`src/rtl/n64_pkg.sv`:
```
// Shared definitions for the N64 controller one-wire bus: decoder state
// encoding and default 50 MHz bit-cell timing constants.
package n64_pkg;

  typedef enum logic [1:0] {
    IDLE      = 2'd0,
    WAIT_LOW  = 2'd1,
    MEAS_LOW  = 2'd2,
    MEAS_HIGH = 2'd3
  } n64_state_e;

  localparam int N64_NBITS   = 32;
  localparam int N64_THRESH  = 100;
  localparam int N64_LOW_MAX = 250;
  localparam int N64_IDLE_TO = 300;

  function automatic int n64_max(input int a, input int b);
    return (a > b) ? a : b;
  endfunction

endpackage

```
`src/rtl/n64_bit_decoder_if.sv`:
```
// Bus-side and frame-side signals of the N64 bit decoder; the decoder is the
// slave, the environment (line driver / arm source) is the master.
interface n64_bit_decoder_if;
  logic din;
  logic arm;
  logic serout;
  logic shift_en;
  logic busy;
  logic frame_done;
  logic frame_err;

  modport master (
    output din, arm,
    input  serout, shift_en, busy, frame_done, frame_err
  );

  modport slave (
    input  din, arm,
    output serout, shift_en, busy, frame_done, frame_err
  );
endinterface

```
`src/rtl/n64_sync.sv`:
```
// Two-flop synchronizer for the open-drain line (idles high) with registered
// fall/rise strobes aligned to the synchronized level.
module n64_sync (
  input  logic clk,
  input  logic rstn,
  input  logic din,
  output logic cur,
  output logic fall,
  output logic rise
);

  logic s1_q, s1_d;
  logic s2_q, s2_d;
  logic fall_q, fall_d;
  logic rise_q, rise_d;

  // Edge strobes compare the level about to enter s2 with the one leaving it,
  // so they line up with the new value of cur.
  always_comb begin
    s1_d   = din;
    s2_d   = s1_q;
    fall_d = s2_q & ~s1_q;
    rise_d = ~s2_q & s1_q;
  end

  always_ff @(posedge clk or negedge rstn) begin
    if (!rstn) begin
      s1_q   <= 1'b1;
      s2_q   <= 1'b1;
      fall_q <= 1'b0;
      rise_q <= 1'b0;
    end else begin
      s1_q   <= s1_d;
      s2_q   <= s2_d;
      fall_q <= fall_d;
      rise_q <= rise_d;
    end
  end

  assign cur  = s2_q;
  assign fall = fall_q;
  assign rise = rise_q;

endmodule

```
`src/rtl/n64_bit_decoder.sv`:
```
// Receive-side N64 line decoder: measures each bit cell's low time, emits a
// serial bit plus shift strobe per data bit, and delimits the response frame.
module n64_bit_decoder
  import n64_pkg::*;
#(
  parameter int NBITS   = N64_NBITS,
  parameter int THRESH  = N64_THRESH,
  parameter int LOW_MAX = N64_LOW_MAX,
  parameter int IDLE_TO = N64_IDLE_TO
) (
  input logic              clk,
  input logic              rstn,
  n64_bit_decoder_if.slave bus
);

  localparam int CNT_W  = $clog2(n64_max(LOW_MAX, IDLE_TO)) + 1;
  localparam int BCNT_W = $clog2(NBITS + 1);

  localparam logic [CNT_W-1:0]  THRESH_C  = CNT_W'(THRESH);
  localparam logic [CNT_W-1:0]  LOW_MAX_C = CNT_W'(LOW_MAX);
  localparam logic [CNT_W-1:0]  IDLE_TO_C = CNT_W'(IDLE_TO);
  localparam logic [BCNT_W-1:0] NBITS_C   = BCNT_W'(NBITS);

  logic cur, fall, rise;

  n64_sync u_sync (
    .clk  (clk),
    .rstn (rstn),
    .din  (bus.din),
    .cur  (cur),
    .fall (fall),
    .rise (rise)
  );

  n64_state_e        state_q, state_d;
  logic [CNT_W-1:0]  cnt_q, cnt_d;
  logic [BCNT_W-1:0] bcnt_q, bcnt_d;
  logic              serout_q, serout_d;
  logic              shift_en_q, shift_en_d;
  logic              busy_q, busy_d;
  logic              done_q, done_d;
  logic              err_q, err_d;
  logic              bit_val;

  always_comb begin
    state_d    = state_q;
    cnt_d      = cnt_q;
    bcnt_d     = bcnt_q;
    serout_d   = serout_q;
    shift_en_d = 1'b0;
    busy_d     = busy_q;
    done_d     = 1'b0;
    err_d      = 1'b0;
    bit_val    = (cnt_q < THRESH_C);

    unique case (state_q)
      IDLE: begin
        if (bus.arm) begin
          state_d = WAIT_LOW;
          cnt_d   = '0;
          bcnt_d  = '0;
          busy_d  = 1'b1;
        end
      end

      // Waiting for the first falling edge and the high part of a cell share
      // the same inactivity timeout.
      WAIT_LOW, MEAS_HIGH: begin
        if (fall) begin
          state_d = MEAS_LOW;
          cnt_d   = CNT_W'(1);
        end else begin
          cnt_d = cnt_q + 1'b1;
          if (cnt_d == IDLE_TO_C) begin
            state_d = IDLE;
            cnt_d   = '0;
            err_d   = 1'b1;
            busy_d  = 1'b0;
          end
        end
      end

      MEAS_LOW: begin
        if (rise) begin
          cnt_d = '0;
          if (bcnt_q < NBITS_C) begin
            state_d    = MEAS_HIGH;
            shift_en_d = 1'b1;
            serout_d   = bit_val;
            bcnt_d     = bcnt_q + 1'b1;
          end else begin
            // Stop bit: its value is not checked, it only closes the frame.
            state_d = IDLE;
            done_d  = 1'b1;
            busy_d  = 1'b0;
          end
        end else if (!cur) begin
          cnt_d = cnt_q + 1'b1;
          if (cnt_d == LOW_MAX_C) begin
            state_d = IDLE;
            cnt_d   = '0;
            err_d   = 1'b1;
            busy_d  = 1'b0;
          end
        end
      end

      default: begin
        state_d = IDLE;
      end
    endcase
  end

  always_ff @(posedge clk or negedge rstn) begin
    if (!rstn) begin
      state_q    <= IDLE;
      cnt_q      <= '0;
      bcnt_q     <= '0;
      serout_q   <= 1'b0;
      shift_en_q <= 1'b0;
      busy_q     <= 1'b0;
      done_q     <= 1'b0;
      err_q      <= 1'b0;
    end else begin
      state_q    <= state_d;
      cnt_q      <= cnt_d;
      bcnt_q     <= bcnt_d;
      serout_q   <= serout_d;
      shift_en_q <= shift_en_d;
      busy_q     <= busy_d;
      done_q     <= done_d;
      err_q      <= err_d;
    end
  end

  assign bus.serout     = serout_q;
  assign bus.shift_en   = shift_en_q;
  assign bus.busy       = busy_q;
  assign bus.frame_done = done_q;
  assign bus.frame_err  = err_q;

endmodule

```
`src/flat_wrapper.sv`:
```
// flat-port wrapper written by rule: the top's interface ports become plain ports
module n64_bit_decoder_flat import n64_pkg::*;
#(
  parameter int NBITS   = N64_NBITS,
  parameter int THRESH  = N64_THRESH,
  parameter int LOW_MAX = N64_LOW_MAX,
  parameter int IDLE_TO = N64_IDLE_TO
)
  (clk, rstn, bus_din, bus_arm, bus_serout, bus_shift_en, bus_busy, bus_frame_done, bus_frame_err);
  n64_bit_decoder_if bus_i ();
  input logic clk;
  input logic rstn;
  input wire logic [$bits(bus_i.din)-1:0] bus_din;
  input wire logic [$bits(bus_i.arm)-1:0] bus_arm;
  output wire logic [$bits(bus_i.serout)-1:0] bus_serout;
  output wire logic [$bits(bus_i.shift_en)-1:0] bus_shift_en;
  output wire logic [$bits(bus_i.busy)-1:0] bus_busy;
  output wire logic [$bits(bus_i.frame_done)-1:0] bus_frame_done;
  output wire logic [$bits(bus_i.frame_err)-1:0] bus_frame_err;
  assign bus_i.din = bus_din;
  assign bus_i.arm = bus_arm;
  assign bus_serout = bus_i.serout;
  assign bus_shift_en = bus_i.shift_en;
  assign bus_busy = bus_i.busy;
  assign bus_frame_done = bus_i.frame_done;
  assign bus_frame_err = bus_i.frame_err;
  n64_bit_decoder #(.NBITS(NBITS), .THRESH(THRESH), .LOW_MAX(LOW_MAX), .IDLE_TO(IDLE_TO)) u_core (.clk(clk), .rstn(rstn), .bus(bus_i));
endmodule
```
`config.mk`:
```
export PLATFORM = sky130hd
export DESIGN_NAME = n64_bit_decoder_flat
export DESIGN_NICKNAME = d
export VERILOG_FILES = /design/src/rtl/n64_pkg.sv /design/src/rtl/n64_bit_decoder_if.sv /design/src/rtl/n64_sync.sv /design/src/rtl/n64_bit_decoder.sv /design/src/flat_wrapper.sv
export SDC_FILE = /design/constraint.sdc
export NUM_CORES = 1
export LEC_CHECK = 0
export CAP_MARGIN = 20
export CELL_PAD_IN_SITES_DETAIL_PLACEMENT = 1
export CELL_PAD_IN_SITES_GLOBAL_PLACEMENT = 1
export CORE_MARGIN = 1
export CORE_UTILIZATION = 52
export CTS_CLUSTER_DIAMETER = 60
export DETAILED_ROUTE_END_ITERATION = 10
export DONT_BUFFER_PORTS = 1
export GPL_ROUTABILITY_DRIVEN = 0
export PLACE_DENSITY = 0.82
export RECOVER_POWER = 50
export SYNTH_ARGS = -nofsm -noshare
export SYNTH_HDL_FRONTEND = slang
export SYNTH_SLANG_ARGS = --single-unit
```
`constraint.sdc`:
```
create_clock -name clk -period 6.8 [get_ports clk]
set_clock_uncertainty 0.1 [all_clocks]
set_input_delay 1.36 -clock clk [delete_from_list [all_inputs] [get_ports clk]]
set_output_delay 1.36 -clock clk [all_outputs]
set_load 0.03 [all_outputs]
```
== Word-level counts from Yosys, hierarchy flattened ==
Cells that the tools add are included.
Word-level totals
  bits in registers: 27
  output and inout port bits: 5
  logic and storage cells: 81
Cells by class
  add/subtract/negate cells: 2
  $lt $le $gt $ge: 2
  eq/ne operators: 14
  mux-type cells: 39
  bitwise gates (word level): 4
  reductions and logical operators: 8
Operators with widths (number)
  $mux W10: 6
  $pmux W10 S3: 1
  $mux W1: 18
  $mux W6: 3
  $mux W2: 7
  $pmux W6 S2: 1
  $add A10 B1 Y10 const B: 1
  $eq A10 B8 Y1 const B: 1
  $eq A10 B9 Y1 const B: 1
  $lt A10 B7 Y1 const B: 1
  $reduce_and A4 Y1: 2
  $add A6 B1 Y6 const B: 1
  $lt A6 B6 Y1 const B: 1
  $ne A2 B2 Y1 const B: 3
  $ne A3 B2 Y1 const B: 2
  $ne A3 B3 Y1 const B: 2
  $pmux W2 S3: 1
  $reduce_and A6 Y1: 1
  $eq A2 B2 Y1 const B: 2
  $ne A2 B1 Y1 const B: 2
  $pmux W1 S3: 1
  $reduce_and A3 Y1: 1
  $and A1 B1 Y1: 2
  $eq A2 B1 Y1 const B: 1
  6 further kinds: 7

== Logic depth before layout (Yosys ltp) ==
Gate-level depths: netlist of the first run.
  depth after elaboration: 6
  depth in mapped cells: 8
  mapped depth without buffers: 7

== Cells and area by module ==
A second synthesis of the first run with hierarchy kept.
Unflattened totals
  cells, all modules: 162
  area total of the unflattened synthesis: 1557.7 um^2
By module, submodules not included
  n64_bit_decoder: times used 1, cells an instance 156, area each 1440.1 um^2, seq. area each 575.6 um^2
  n64_sync: times used 1, cells an instance 6, area each 117.6 um^2, seq. area each 102.6 um^2

== Least setup slack after synthesis of the first run ==
No wires, ideal clock.
  path kind: input-to-reg
  start point: in bus_arm
  end point: reg u_core.bcnt_q[4]
  setup time: 0.124 ns
  data arrival time: 2.445 ns
  required time: 6.576 ns
  slack: 4.130 ns
  stages: 6
  cell sequence: nor2b_1 -> a211oi_1 -> nor2_1 -> nand4_1 -> xor2_1 -> nor2_1
On the way
  cells in the longest elaborated chain, start to end: 2
RTL lines
  from (decl): line flat_wrapper.sv:14  | input wire logic [$bits(bus_i.arm)-1:0] bus_arm;
  $ne A2 B2 Y1 (no line)
  $reduce_and A4 Y1 (no line)
  to (signal assigned): line n64_bit_decoder.sv:127  | bcnt_q <= bcnt_d;
  to (decl): line n64_bit_decoder.sv:37  | logic [BCNT_W-1:0] bcnt_q, bcnt_d;
Every way passes these cells.
A chain may end at the register's enable or synchronous reset.

== Worst setup path after layout of the first run ==
  start point: reg u_core.cnt_q[2]
  end point: reg u_core.cnt_q[3]
On the way
  cells in the longest elaborated chain, start to end: 6
RTL lines
  from (decl): line n64_bit_decoder.sv:36  | logic [CNT_W-1:0] cnt_q, cnt_d;
  from (signal assigned): line n64_bit_decoder.sv:126  | cnt_q <= cnt_d;
  $add A10 B1 Y10 (*): line n64_bit_decoder.sv:73, n64_bit_decoder.sv:98
  $eq A10 B8 Y1: line n64_bit_decoder.sv:99  | if (cnt_d == LOW_MAX_C) begin
  $mux W10: line n64_bit_decoder.sv:99
  $mux W10: line n64_bit_decoder.sv:97  | end else if (!cur) begin
  $mux W10: line n64_bit_decoder.sv:84  | if (rise) begin
  $pmux W10 S3 (*): line n64_bit_decoder.sv:56  | unique case (state_q)
Mark *: on every way between the ends. The rest lies on a longest branch, timed or not. The select of a mux whose other input is x is not followed.

==> results.py, run 1 <==
metrics = {
    "finish": {
        "regMostFlops": "u_core.cnt_q",
        "multi_input_area_um2": 838,
        "n_antenna_cell": 0,
        "fillers": 325,
        "reg_top3": "u_core.cnt_q: 10 flops, u_core.bcnt_q: 6 flops, u_core.state_q: 2 flops",
        "layout.cells.non_filler": 194,
        "drive_above_1_share_pct": 9.20,
        "syn_to_final_growth_pct": -0.460,
        "largest_register_ffs": 10,
        "ff_latch_area_um2": 678,
        "fin_area_um2": 1620,
        "final_nets": 171,
    },
    "route": {
        "vias": 1297,
        "viasPerCell": 6.69,
        "wirelength_um": 3630,
        "drtIter0Drc": 65,
        "drcViolationCount": 1,
        "ant_nets": 0,
        "wl_per_cell_um": 18.7,
        "firstDrtPassIters": 7,
    },
    "run": {
        "maxCapViolCount": 0,
    },
    "timing": {
        "timing.slew.headroom_pct": 50.1,
        "finalCriticalPeriod_ns": 2.84,
        "final_hold_viol_count": 0,
        "worst_pin_slew_ns": 0.749,
        "maxSlewViolCount": 0,
        "post-route-period-util_pct": 41.8,
        "setup_viol": 0,
        "setup_tns_ns": 0,
        "rsz0062_at_grt": "false",
        "timing.fmax_mhz": 352,
        "fin_hold_ws_ns": 0.297,
    },
    "global_routing": {
        "antenna_found_initial": 0,
        "grt_overflow_total": 0,
        "grt_max_degree": 28,
        "grt_pass1_wl_um": 6310,
        "grtUsageTotal_pct": 24.3,
        "grt_pass1_vias": 1324,
    },
    "synthesis": {
        "ys_warn_count": 0,
        "avgSynthCellArea_um2": 9.65,
        "ys_seq_area_share_pct": 41.6,
        "synth_edf_count": 0,
        "synth.top_cell.area_share_pct": 38.4,
        "synth_area_leaders": "dfrtp_1 (38%), nor2_1 (3.7%), dfstp_2 (3.2%)",
        "synth.distinct_cells": 58,
        "ys_ff_latch": 27,
        "yosys.area.top_type": "dfrtp_1",
        "syn_nets": 176,
        "syn_area_um2": 1630,
        "synthCells": 169,
        "synthArstFlopShare_pct": 100,
        "synth_ff_type": "dfrtp_1",
    },
    "setup_path": {
        "cpLargestDelayFamily": "compound AO/OA/AOI/OAI gates",
        "max_stage_delay_ns": 0.63,
        "cp.required_ns": 6.93,
        "cp_slowest_cell": "o41ai_4",
        "r2r_cells": 6,
        "worst_setup_path_end_kind": "register",
        "cp_max_fo": 11,
        "crit_type": "reg -> reg",
        "worstPathCellList": "nand3_1, nor4_1, a211oi_2, o41ai_4, a2111oi_1, a221o_1",
        "start_kind": "register",
        "path_depth": 6,
        "cp.buffers_inverters": 0,
        "cp.arrival_ns": 2.98,
    },
    "clocking": {
        "cts_tree": "yes",
        "clkTransAtPathRegs_ns": 0.15,
        "postCtsSetupBuffers": 0,
        "ctsRootBufferMaster": "clkbuf_4",
        "cts_hold_buf": 0,
        "cts_resized": 0,
        "clk_latency_ns": 0.33,
        "clk_path_buf_depth": 2,
        "h-tree-depth": 1,
        "cts_buffers": 3,
        "clock_sinks": 27,
    },
    "power_and_ir_drop": {
        "power_density_nw_per_um2": 355,
        "power_w": 0.000576,
        "ir_worst_vdd_mv": 0.176,
        "p_leak_nw": 0.695,
    },
    "floorplanning": {
        "dieArea_um2": 3360,
        "die-width_um": 58.0,
        "row_count": 19,
        "fp.coreArea_um2": 2850,
        "dieHeight_um": 58.0,
        "top_level_ports": 9,
        "start_util_pct": 57.1,
    },
    "run_status": {
        "violations": "DRC",
        "status": "complete, but fails checks",
    },
    "placed_design": {
        "portBuffers": 0,
        "dp.cells": 190,
        "dp_hpwl_um": 2630,
        "dpl_cell_area_um2": 1600,
    },
    "hold_path": {
        "hold_class": "reg -> reg",
        "hold_depth": 0,
    },
}
==> cell usage in the layout (no fill, tap or decap), types with 2 or more instances in the layout <==
cell type  synthesis  final
a221oi_1           4      4
a21oi_1            5      5
a22oi_1            2      2
nor2b_1            5      5
clkbuf_4           1      3
and2_1             3      3
buf_4              4      2
dfrtp_1           25     25
o22ai_1            3      3
xor2_1             4      4
ha_1               3      3
inv_1              7      7
a211oi_1           2      2
nand2_1           14     14
nand3_1            4      4
a221o_1            3      3
nand3b_1           2      2
or3_1              3      3
nand4_1            4      4
a2111oi_0          2      2
nand2b_1           5      5
dfstp_1            0      2
and4_1             2      2
o21ai_0            4      4
a21o_1             4      4
nor2_1            16     16
nor4_1             2      2
==> synth_stat cells, types with 4 or more instances <==
library cell,n
a21o_1,4
a21oi_1,5
a221oi_1,4
buf_4,4
dfrtp_1,25
inv_1,7
nand2_1,14
nand2b_1,5
nand3_1,4
nand4_1,4
nor2_1,16
nor2b_1,5
o21ai_0,4
xor2_1,4
==> routing by layer <==
metal  global-route usage [%]  up-vias  part of all wire (%)
met4                     5.10        0                  0.63
li1                         -      612                     -
met5                        0        -                     0
met2                     38.6       18                    48
met3                     3.13        4                   1.9
met1                     35.8      663                    49
==> worst paths after layout <==
path                                     from  slack, ns                 end
min reg2reg                u_core.u_sync.s1_q       0.30   u_core.u_sync.cur
min                        u_core.u_sync.s1_q       0.30   u_core.u_sync.cur
max reg2reg                   u_core.cnt_q[2]       3.96     u_core.cnt_q[3]
min in group asynchronous                rstn       0.59     u_core.cnt_q[2]
max                           u_core.cnt_q[2]       3.96     u_core.cnt_q[3]
max in group asynchronous                rstn       5.82  u_core.u_sync.s1_q
==> cells by family after synthesis <==
logic type,synth area share (%)
fa+ha+maj,2.30
mux,0.614
xor+xnor,2.69
flops,41.6
buf+inv,6.98
compound gates,21.7
simple gates,24.1
==> final cells by class <==
type                            count  area share (%)
Inverter                            7            1.62
Timing Repair Buffer                2           0.925
Multi-Input combinational cell    123            51.7
Clock buffer                        4            1.62
Tap cell                           31            2.39
Sequential cell                    27            41.8
==> power by group <==
part           internal, W  switching, W  total [W]
Sequential        0.000199     0.0000737   0.000273
Combinational    0.0000949      0.000136   0.000231
Clock            0.0000230     0.0000484  0.0000714
==> through the flow <==
step | utilization [%] | worst slack (ns)
finish | 56.9 | 3.96
global route | 56.9 | 3.88
CTS | 56.9 | 4.03
detailed placement | 56.0 | 4.04
global placement | 56.0 | 4.21
floorplan | - | 4.13
Power figures use the tool's default switching activity.
==> run 2, diff against run 1 <==
- CORE_UTILIZATION: 52 -> 44
- PLACE_DENSITY: 0.82 -> 0.74
- clock period: 6.8 -> 2.37 ns (I/O delays scaled with it)
==> run 2 against run 1 <==
Effect of this change: the run ends with setup timing left; clock-buffer cell count down 1; combinational power increased to 4.5 times the previous value; utilization increased by 1.5 points; global-route usage up 2.7 points; die area is 18% higher; critical path depth grew 2; hold slack lost 0.22 ns; non-clock buffer count increased by 34; flip-flop and latch count unchanged; via count up 15%.
==> results.py, run 2 (synthesis gave the netlist of run 1 again) <==
metrics = {
    "run_status": {
        "status": "complete, but fails checks",
        "violations": "setup timing",
    },
    "clocking": {
        "h-tree-depth": 1,
        "cts_tree": "yes",
        "clock_sinks": 27,
        "ctsRootBufferMaster": "clkbuf_8",
        "clk_latency_ns": 0.28,
        "clkTransAtPathRegs_ns": 0.10,
        "cts_buffers": 3,
        "clk_path_buf_depth": 2,
    },
    "timing": {
        "finalCriticalPeriod_ns": 2.46,
        "fin_ws_ns": -0.0906,
        "final_hold_viol_count": 0,
        "timing.fmax_mhz": 406,
        "fin_hold_ws_ns": 0.0764,
        "setup_viol": 3,
        "post-route-period-util_pct": 104,
        "maxSlewViolCount": 0,
        "timing.slew.headroom_pct": 19.0,
        "worst_pin_slew_ns": 1.22,
        "rsz0062_at_grt": "true",
    },
    "route": {
        "wl_per_cell_um": 20.8,
        "drtIter0Drc": 77,
        "drcViolationCount": 0,
        "ant_nets": 0,
        "wirelength_um": 5050,
        "firstDrtPassIters": 4,
        "viasPerCell": 6.14,
        "vias": 1491,
    },
    "floorplanning": {
        "die-width_um": 62.9,
        "row_count": 21,
        "top_level_ports": 9,
        "fp.coreArea_um2": 3440,
        "start_util_pct": 47.4,
        "dieHeight_um": 62.9,
        "dieArea_um2": 3950,
    },
    "global_routing": {
        "met2_usage_pct": 44.1,
        "grt_use_met3_pct": 4.56,
        "grt_pass1_vias": 1574,
        "grt_util_met1_pct": 34.5,
        "antenna_found_initial": 0,
        "grt_overflow_total": 0,
        "grt_max_degree": 28,
        "grt_pass1_wl_um": 8250,
        "grtUsageTotal_pct": 27.0,
        "busiest_layer": "met2",
    },
    "power_and_ir_drop": {
        "p_leak_nw": 0.889,
        "power_density_nw_per_um2": 1010,
        "ir_worst_vdd_mv": 0.538,
    },
    "hold_path": {
        "hold_class": "in -> reg",
        "hold_depth": 0,
    },
    "setup_path": {
        "start_kind": "register",
        "worst_setup_path_end_kind": "register",
        "cp.required_ns": 2.44,
        "cp.arrival_ns": 2.53,
        "r2r_cells": 8,
        "crit_type": "reg -> reg",
        "cp_max_fo": 7,
    },
    "placed_design": {
        "dpl_cell_area_um2": 1760,
        "dp_hpwl_um": 3130,
        "portBuffers": 0,
        "place_ws_ns": -0.0436,
    },
    "finish": {
        "layout_common_cells": "buf_4 (32), dfrtp_1 (22), nor2_1 (15), nand2_1 (14), inv_1 (7)",
        "reg_top3": "u_core.cnt_q: 10 flops, u_core.bcnt_q: 6 flops, u_core.state_q: 2 flops",
        "n_antenna_cell": 0,
        "layout_commonest_cell": "buf_4",
        "drive_above_1_share_pct": 29.9,
        "regMostFlops": "u_core.cnt_q",
        "largest_register_ffs": 10,
        "fin_area_um2": 2010,
        "final_nets": 205,
        "syn_to_final_growth_pct": 23.2,
    },
    "run": {
        "maxCapViolCount": 0,
    },
}
run 2: changes by cell type in the layout (fill, tap and decap cells not counted), sizes merged:
cell,change
clkinvlp,+1
clkbuf,-1
buf,+32
dlygate4sd3,+1
dlymetal6s4s,+1
run 2: what timing repair did:
action	CTS	global route
hold buffers	2	0
pin swaps	1	4
cloned	0	0
setup buffers	1	12
endpoints found under the hold margin	27	0
setup endpoints to repair	5	11
gates resized for setup	7	11
run 2: area by class of cell:
cell class / count / area, um2
well taps: 46 / 57.6
multi-input cells: 123 / 908
inverters: 7 / 26.3
clock inverters: 1 / 7.51
repair buffers: 36 / 285
flip-flops and latches: 27 / 682
fillers: 377 / 1430
clock buffers: 3 / 41.3
run 2: per-layer routing:
layer | wire length (um) | vias to the layer above
met1 | 2210 | 747
li1 | - | 675
met4 | 236 | 0
met5 | 0 | -
met2 | 2420 | 49
met3 | 181 | 20
run 2: final timing paths:
| check | startpoint | end | slack (ns) |
|---|---|---|---|
| min in group asynchronous | rstn | u_core.bcnt_q[2] | 0.96 |
| setup reg to reg | u_core.cnt_q[4] | u_core.cnt_q[4] | -0.09 |
| hold reg to reg | u_core.u_sync.s1_q | u_core.u_sync.cur | 0.29 |
| hold / removal | bus_din | u_core.u_sync.s1_q | 0.08 |
| setup / recovery | u_core.cnt_q[4] | u_core.cnt_q[4] | -0.09 |
| max in group asynchronous | rstn | u_core.cnt_q[4] | 0.42 |
run 2: power breakdown:
part	leakage [nW]	switching (W)	internal, W
Sequential	0.345	0.000167	0.000561
Clock	0.0217	0.000164	0.000120
Combinational	0.523	0.000568	0.000459
run 2: metrics by stage:
step	total power, W	setup TNS, ns	std cells	util (%)
2_1_floorplan	0.00127	0	169	-
3_3_place_gp	0.00150	0	224	51.1
3_5_place_dp	0.00155	-0.123	224	51.1
4_1_cts	0.00187	0	231	54.3
5_1_grt	0.00217	-0.586	243	58.3
6_report	0.00204	-0.240	243	58.3
run 2: critical path: stages, from the launching register on:
cell and delay [ns]:
dfrtp_2 0.45, nand4_1 0.24, buf_4 0.22, nor4_2 0.20
a211oi_2 0.10, o41ai_4 0.46, buf_4 0.23, a21oi_4 0.07
a221o_1 0.29
